`config.mk`:
```
export PLATFORM = sky130hd
export DESIGN_NAME = led_matrix_scan
export DESIGN_NICKNAME = d
export VERILOG_FILES = /design/src/rtl/led_scan_pkg.sv /design/src/rtl/led_row_timer.sv /design/src/rtl/led_matrix_scan.sv
export SDC_FILE = /design/constraint.sdc
export NUM_CORES = 1
export LEC_CHECK = 0
export ABC_AREA = 1
export CORE_ASPECT_RATIO = 0.9
export CORE_MARGIN = 5
export CORE_UTILIZATION = 66
export DETAILED_ROUTE_END_ITERATION = 8
export PLACE_DENSITY = 0.92
export SYNTH_ARGS = -nofsm -noshare
export SYNTH_HDL_FRONTEND = slang
export SYNTH_SLANG_ARGS = --single-unit
```
`constraint.sdc`:
```
create_clock -name sys_clk -period 10.4 [get_ports sys_clk]
set_input_delay 2.6 -clock sys_clk [delete_from_list [all_inputs] [get_ports sys_clk]]
set_output_delay 2.6 -clock sys_clk [all_outputs]
set_load 0.005 [all_outputs]
```
`src/rtl/led_scan_pkg.sv`:
```
// Shared constants and on-window arithmetic for the LED matrix scanner.
// Imported by the row timer and by the top level.
package led_scan_pkg;

    localparam int BRIGHT_W = 4;
    localparam logic [BRIGHT_W-1:0] BRIGHT_DEFAULT = 4'd15;

    // End of the lit window within a row slot; 32-bit intermediate keeps the product exact
    function automatic logic [31:0] calc_on_end(
        input int unsigned           period,
        input int unsigned           gap,
        input logic [BRIGHT_W-1:0]   bright
    );
        logic [31:0] span;
        logic [31:0] scaled;
        span   = period - (2 * gap);
        scaled = (span * (32'(bright) + 32'd1)) >> 4;
        return 32'(gap) + scaled;
    endfunction

endpackage

```
`src/rtl/led_row_timer.sv`:
```
// Row slot timing: dwell counter, row index, brightness latch, on-window
// decode and frame-boundary / frame_start strobes.
module led_row_timer
    import led_scan_pkg::*;
#(
    parameter int ROWS   = 9,
    parameter int PERIOD = 27000,
    parameter int GAP    = 500,
    localparam int RW    = $clog2(ROWS),
    localparam int CW    = $clog2(PERIOD)
) (
    input  logic                sys_clk,
    input  logic                rst_n,
    input  logic [BRIGHT_W-1:0] brightness,
    output logic [RW-1:0]       row_idx,
    output logic                row_on,
    output logic                frame_boundary,
    output logic                frame_start
);

    logic [CW-1:0]       cnt;
    logic [BRIGHT_W-1:0] bright_latch;
    logic                cnt_wrap;
    logic                last_row;
    logic [31:0]         on_end;

    assign cnt_wrap       = (cnt == CW'(PERIOD - 1));
    assign last_row       = (row_idx == RW'(ROWS - 1));
    assign frame_boundary = cnt_wrap && last_row;
    assign on_end         = calc_on_end(PERIOD, GAP, bright_latch);
    assign row_on         = (32'(cnt) >= 32'(GAP)) && (32'(cnt) < on_end);

    // Brightness is only resampled on slot wrap so a slot never changes width mid-flight
    always_ff @(posedge sys_clk or negedge rst_n) begin
        if (!rst_n) begin
            cnt          <= '0;
            row_idx      <= '0;
            bright_latch <= BRIGHT_DEFAULT;
        end else if (cnt_wrap) begin
            cnt          <= '0;
            bright_latch <= brightness;
            row_idx      <= last_row ? '0 : row_idx + 1'b1;
        end else begin
            cnt <= cnt + 1'b1;
        end
    end

    // Registered from the boundary so the pulse lands in the cnt==0,row_idx==0 cycle
    always_ff @(posedge sys_clk or negedge rst_n) begin
        if (!rst_n) begin
            frame_start <= 1'b0;
        end else begin
            frame_start <= frame_boundary;
        end
    end

endmodule

```
`src/rtl/led_matrix_scan.sv`:
```
// Multiplexed LED matrix driver with double-buffered frame memory,
// frame-synchronous buffer swap and PWM-style row brightness.
module led_matrix_scan
    import led_scan_pkg::*;
#(
    parameter int ROWS   = 9,
    parameter int COLS   = 8,
    parameter int PERIOD = 27000,
    parameter int GAP    = 500,
    localparam int RW    = $clog2(ROWS)
) (
    input  logic                sys_clk,
    input  logic                rst_n,
    input  logic                wr_en,
    input  logic [RW-1:0]       wr_row,
    input  logic [COLS-1:0]     wr_data,
    input  logic                swap_req,
    input  logic [BRIGHT_W-1:0] brightness,
    output logic [COLS-1:0]     led_col,
    output logic [ROWS-1:0]     led_row,
    output logic                frame_start,
    output logic                swap_pending
);

    logic [RW-1:0]   row_idx;
    logic            row_on;
    logic            frame_boundary;
    logic            sel;
    logic            wr_hit;
    logic            do_swap;
    logic [COLS-1:0] front_row;
    logic [COLS-1:0] buf_a [ROWS];
    logic [COLS-1:0] buf_b [ROWS];

    led_row_timer #(
        .ROWS   (ROWS),
        .PERIOD (PERIOD),
        .GAP    (GAP)
    ) u_timer (
        .sys_clk        (sys_clk),
        .rst_n          (rst_n),
        .brightness     (brightness),
        .row_idx        (row_idx),
        .row_on         (row_on),
        .frame_boundary (frame_boundary),
        .frame_start    (frame_start)
    );

    assign wr_hit    = wr_en && (32'(wr_row) < 32'(ROWS));
    assign do_swap   = frame_boundary && (swap_pending || swap_req);
    assign front_row = sel ? buf_b[row_idx] : buf_a[row_idx];

    // sel==0: buf_a is front, buf_b is back. Writes use the pre-swap sel on a swap edge.
    always_ff @(posedge sys_clk or negedge rst_n) begin
        if (!rst_n) begin
            for (int unsigned i = 0; i < ROWS; i++) begin
                buf_a[i] <= '0;
                buf_b[i] <= '0;
            end
        end else if (wr_hit) begin
            if (sel) begin
                buf_a[wr_row] <= wr_data;
            end else begin
                buf_b[wr_row] <= wr_data;
            end
        end
    end

    always_ff @(posedge sys_clk or negedge rst_n) begin
        if (!rst_n) begin
            sel          <= 1'b0;
            swap_pending <= 1'b0;
        end else if (do_swap) begin
            sel          <= ~sel;
            swap_pending <= 1'b0;
        end else if (swap_req) begin
            swap_pending <= 1'b1;
        end
    end

    always_ff @(posedge sys_clk or negedge rst_n) begin
        if (!rst_n) begin
            led_row <= '0;
            led_col <= '0;
        end else begin
            led_row <= row_on ? (ROWS'(1) << row_idx) : '0;
            led_col <= row_on ? front_row : '0;
        end
    end

endmodule

```
==> flow_summary.toml <==
[floorplanning]
core_mm2 = 0.0148
dieArea_mm2 = 0.0177
initial_core_util = 0.675
pin_count = 39
die_x_um = 140
die_h_um = 127
fp-row-count = 42

[critical_path]
path_common_cell = "nand2_1"
reg2reg_slack_ns = 5.14
start_kind = "flop"
r2r_cells = 28
crit_fanout = 17
path_class = "flop to flop"
cp_top_family = "adder cells"
max_stage_delay_ns = 0.72
rr_endpoint = "led_col[4]"
cp.arrival_ns = 5.62
r2r-start = "u_timer.bright_latch[0]"
cp.required_ns = 10.76
cpMaxStageDelayCell = "dfstp_2"
path_buf_inv = 3
end_kind = "flop"

[sta]
max_freq_mhz = 190
min_period_ns = 5.26
period_share = 0.506
hold_violations = 0
maxSlewHeadroom = 0.181
rsz0062_at_grt = "no"
clock_skew_ns = 0.00987
setup_viol = 0
worst_pin_slew_ns = 1.22
drv_slew = 0
finalSetupTns_ns = 0

[pwr]
power_switching_uw = 394
p_seq_frac = 0.519
power_per_cell_area_mw_per_mm2 = 144
ir_worst_vdd_v = 0.000146
switching_share = 0.249
power_uw = 1580
p_leak_uw = 0.00515
p_comb_frac = 0.073
pwr-share-clk = 0.409
p_int_uw = 1180

[logic_synthesis]
syn_inst = 1228
syn_area_mm2 = 0.00997
synth_area_leaders = "dfrtp_1, nand2_1, o21ai_0"
synth_enable_flop_cells = 0
synth_fp_nets = 1300
synth_seq_area_share = 0.470
synthMuxAreaShare = 0
synthAdderAreaFrac = 0.0668
synthXorXnorAreaFrac = 0.0158
synth_common_cells = "nand2_1, dfrtp_1, o21ai_0, inv_1"
synth_compound_area_frac = 0.157
synth_simple_gate_area_frac = 0.231
avgSynthCellArea_um2 = 8.12
yosys.area.top_type = "dfrtp_1"
async_reset_ff_frac = 1.00
ys.flop_type = "dfrtp_1"
synth_warnings = 0
synth_seq_cells = 187
synth_top_area_share = 0.459
synth.distinct_cells = 44
synth_top_family_by_area = "simple AND/OR/NAND/NOR gates"
synth.most_common_cell = "nand2_1"

[cts]
cts.path.max_buffers = 2
cts.hold.buffers_added = 0
clk_pin_slew_ns = 0.07
cts_buffers = 17
clock-sinks = 187
clock_tree.root_cell = "clkbuf_16"
cts_tree = "yes"
postCtsSetupBuffers = 0
clkLatencyLatePin_ns = 0.44
ctsResizeCount = 0
ctsHtreeMaxLevel = 4

[min_path]
hold_class = "flop to flop"
hold_start = "buf_a[13]"
whs_path_depth = 2
holdPathEnd = "buf_a[13]"

[global_routing]
grt_usage = 0.293
grt_pass1_vias = 8500
antenna_found_initial = 0
overflow = 0
grt_pass1_wl_mm = 41.8
grt_max_degree = 102

[placed_design]
place_congestion = 0.902
dp.final_hpwl_mm = 16.6
numPortBuffers = 38

[drt]
viasPerCell = 6.20
final_antenna_net_count = 0
drc = 0
wirelength_mm = 25.8
drt_iter0_markers = 1173
wire_per_inst_um = 17.9
drt-pass1-iter-count = 6
vias = 8954

[finish]
drive_gt1_frac = 0.0626
n_antenna_cell = 0
fin_nets = 1305
syn2layout_area_growth_pct = 10.1
fill_cells = 988

[job]
drv_cap = 0

[outcome]
outcome = "completed"
==> registers in the layout, indices dropped and copies added (netlist names), 4 cells and up <==
register,flops
buf_a,72
u_timer.row_idx,4
buf_b,72
u_timer.bright_latch,4
led_col,8
led_row,9
u_timer.cnt,15
==> power groups by stage <==
stage | sequential (µW) | combinational [µW] | clock [µW]
6_report | 819 | 115 | 645
5_1_grt | 824 | 130 | 677
4_1_cts | 817 | 114 | 642
3_5_place_dp | 828 | 112 | 0
3_3_place_gp | 827 | 104 | 0
2_1_floorplan | 821 | 67.9 | 0
==> worst max-delay path by stage <==
stage / endpoint / cells after the start / slack (ns) / startpoint
6_report: led_col[4] / 28 / 5.14 / u_timer.bright_latch[0]
2_1_floorplan: led_col[4] / 30 / 6.01 / u_timer.bright_latch[0]
5_1_grt: led_row[2] / 28 / 4.62 / u_timer.bright_latch[0]
3_5_place_dp: led_row[1] / 28 / 5.17 / u_timer.bright_latch[0]
4_1_cts: led_row[1] / 28 / 5.16 / u_timer.bright_latch[0]
3_3_place_gp: led_row[1] / 28 / 5.49 / u_timer.bright_latch[0]
==> metrics by stage <==
step                      hold slack [ns]  setup WS (ns)  utilization  instances  area [µm²]
after floorplan                     0.448           6.01            -       1228        9970
after global placement              0.461           5.49        0.704       1412       10400
after detailed placement            0.468           5.17        0.704       1412       10400
after CTS                           0.484           5.16        0.743       1444       11000
after global routing                0.495           4.62        0.743       1444       11000
final                               0.485           5.14        0.743       1444       11000
==> cells by family (layout without fill, tap and decap cells) <==
kind of cell / after synthesis / count (layout)
compound gates: 282 / 282
xor+xnor: 18 / 18
fa+ha+maj: 52 / 52
buf+inv: 150 / 168
flops: 187 / 187
simple gates: 539 / 539
==> area by class of cell <==
class	count	area [µm²]	area share
Clock buffer	20	437	0.0398
Clock inverter	12	141	0.0129
Inverter	94	355	0.0324
Multi-Input combinational cell	891	4700	0.428
Sequential cell	187	4690	0.427
Tap cell	198	248	0.0226
Timing Repair Buffer	42	412	0.0375
==> worst min-delay path: stages, from the launching register on <==
cell	delay, ns
dfrtp_1	0.35
nand2_1	0.05
o21ai_0	0.06
==> metal layers <==
layer | global-route usage | vias to the layer above | wire, µm
met2 | 0.454 | 515 | 11900
met1 | 0.400 | 4269 | 10600
met3 | 0.0888 | 68 | 2730
li1 | - | 4102 | -
met4 | 0.100 | 0 | 587
met5 | 0 | - | 0
==> placed cells by master, fill, tap and decap left out, types with 5 or more instances in the layout <==
cell               n
nand2_2            9
nand3_2            5
o22ai_1            9
o31ai_1            6
inv_1             90
xnor2_1            5
clkbuf_16         17
dfrtp_1          182
nand4_1           13
nand2_1          355
a21oi_1           55
nor2_2            15
nor3_1            20
clkdlybuf4s50_1   37
xor2_1            13
nand3_1           51
a221oi_1          13
a32o_1             5
nor2_1            55
ha_1              50
o21ai_0          176
Power figures use the tool's default switching activity.
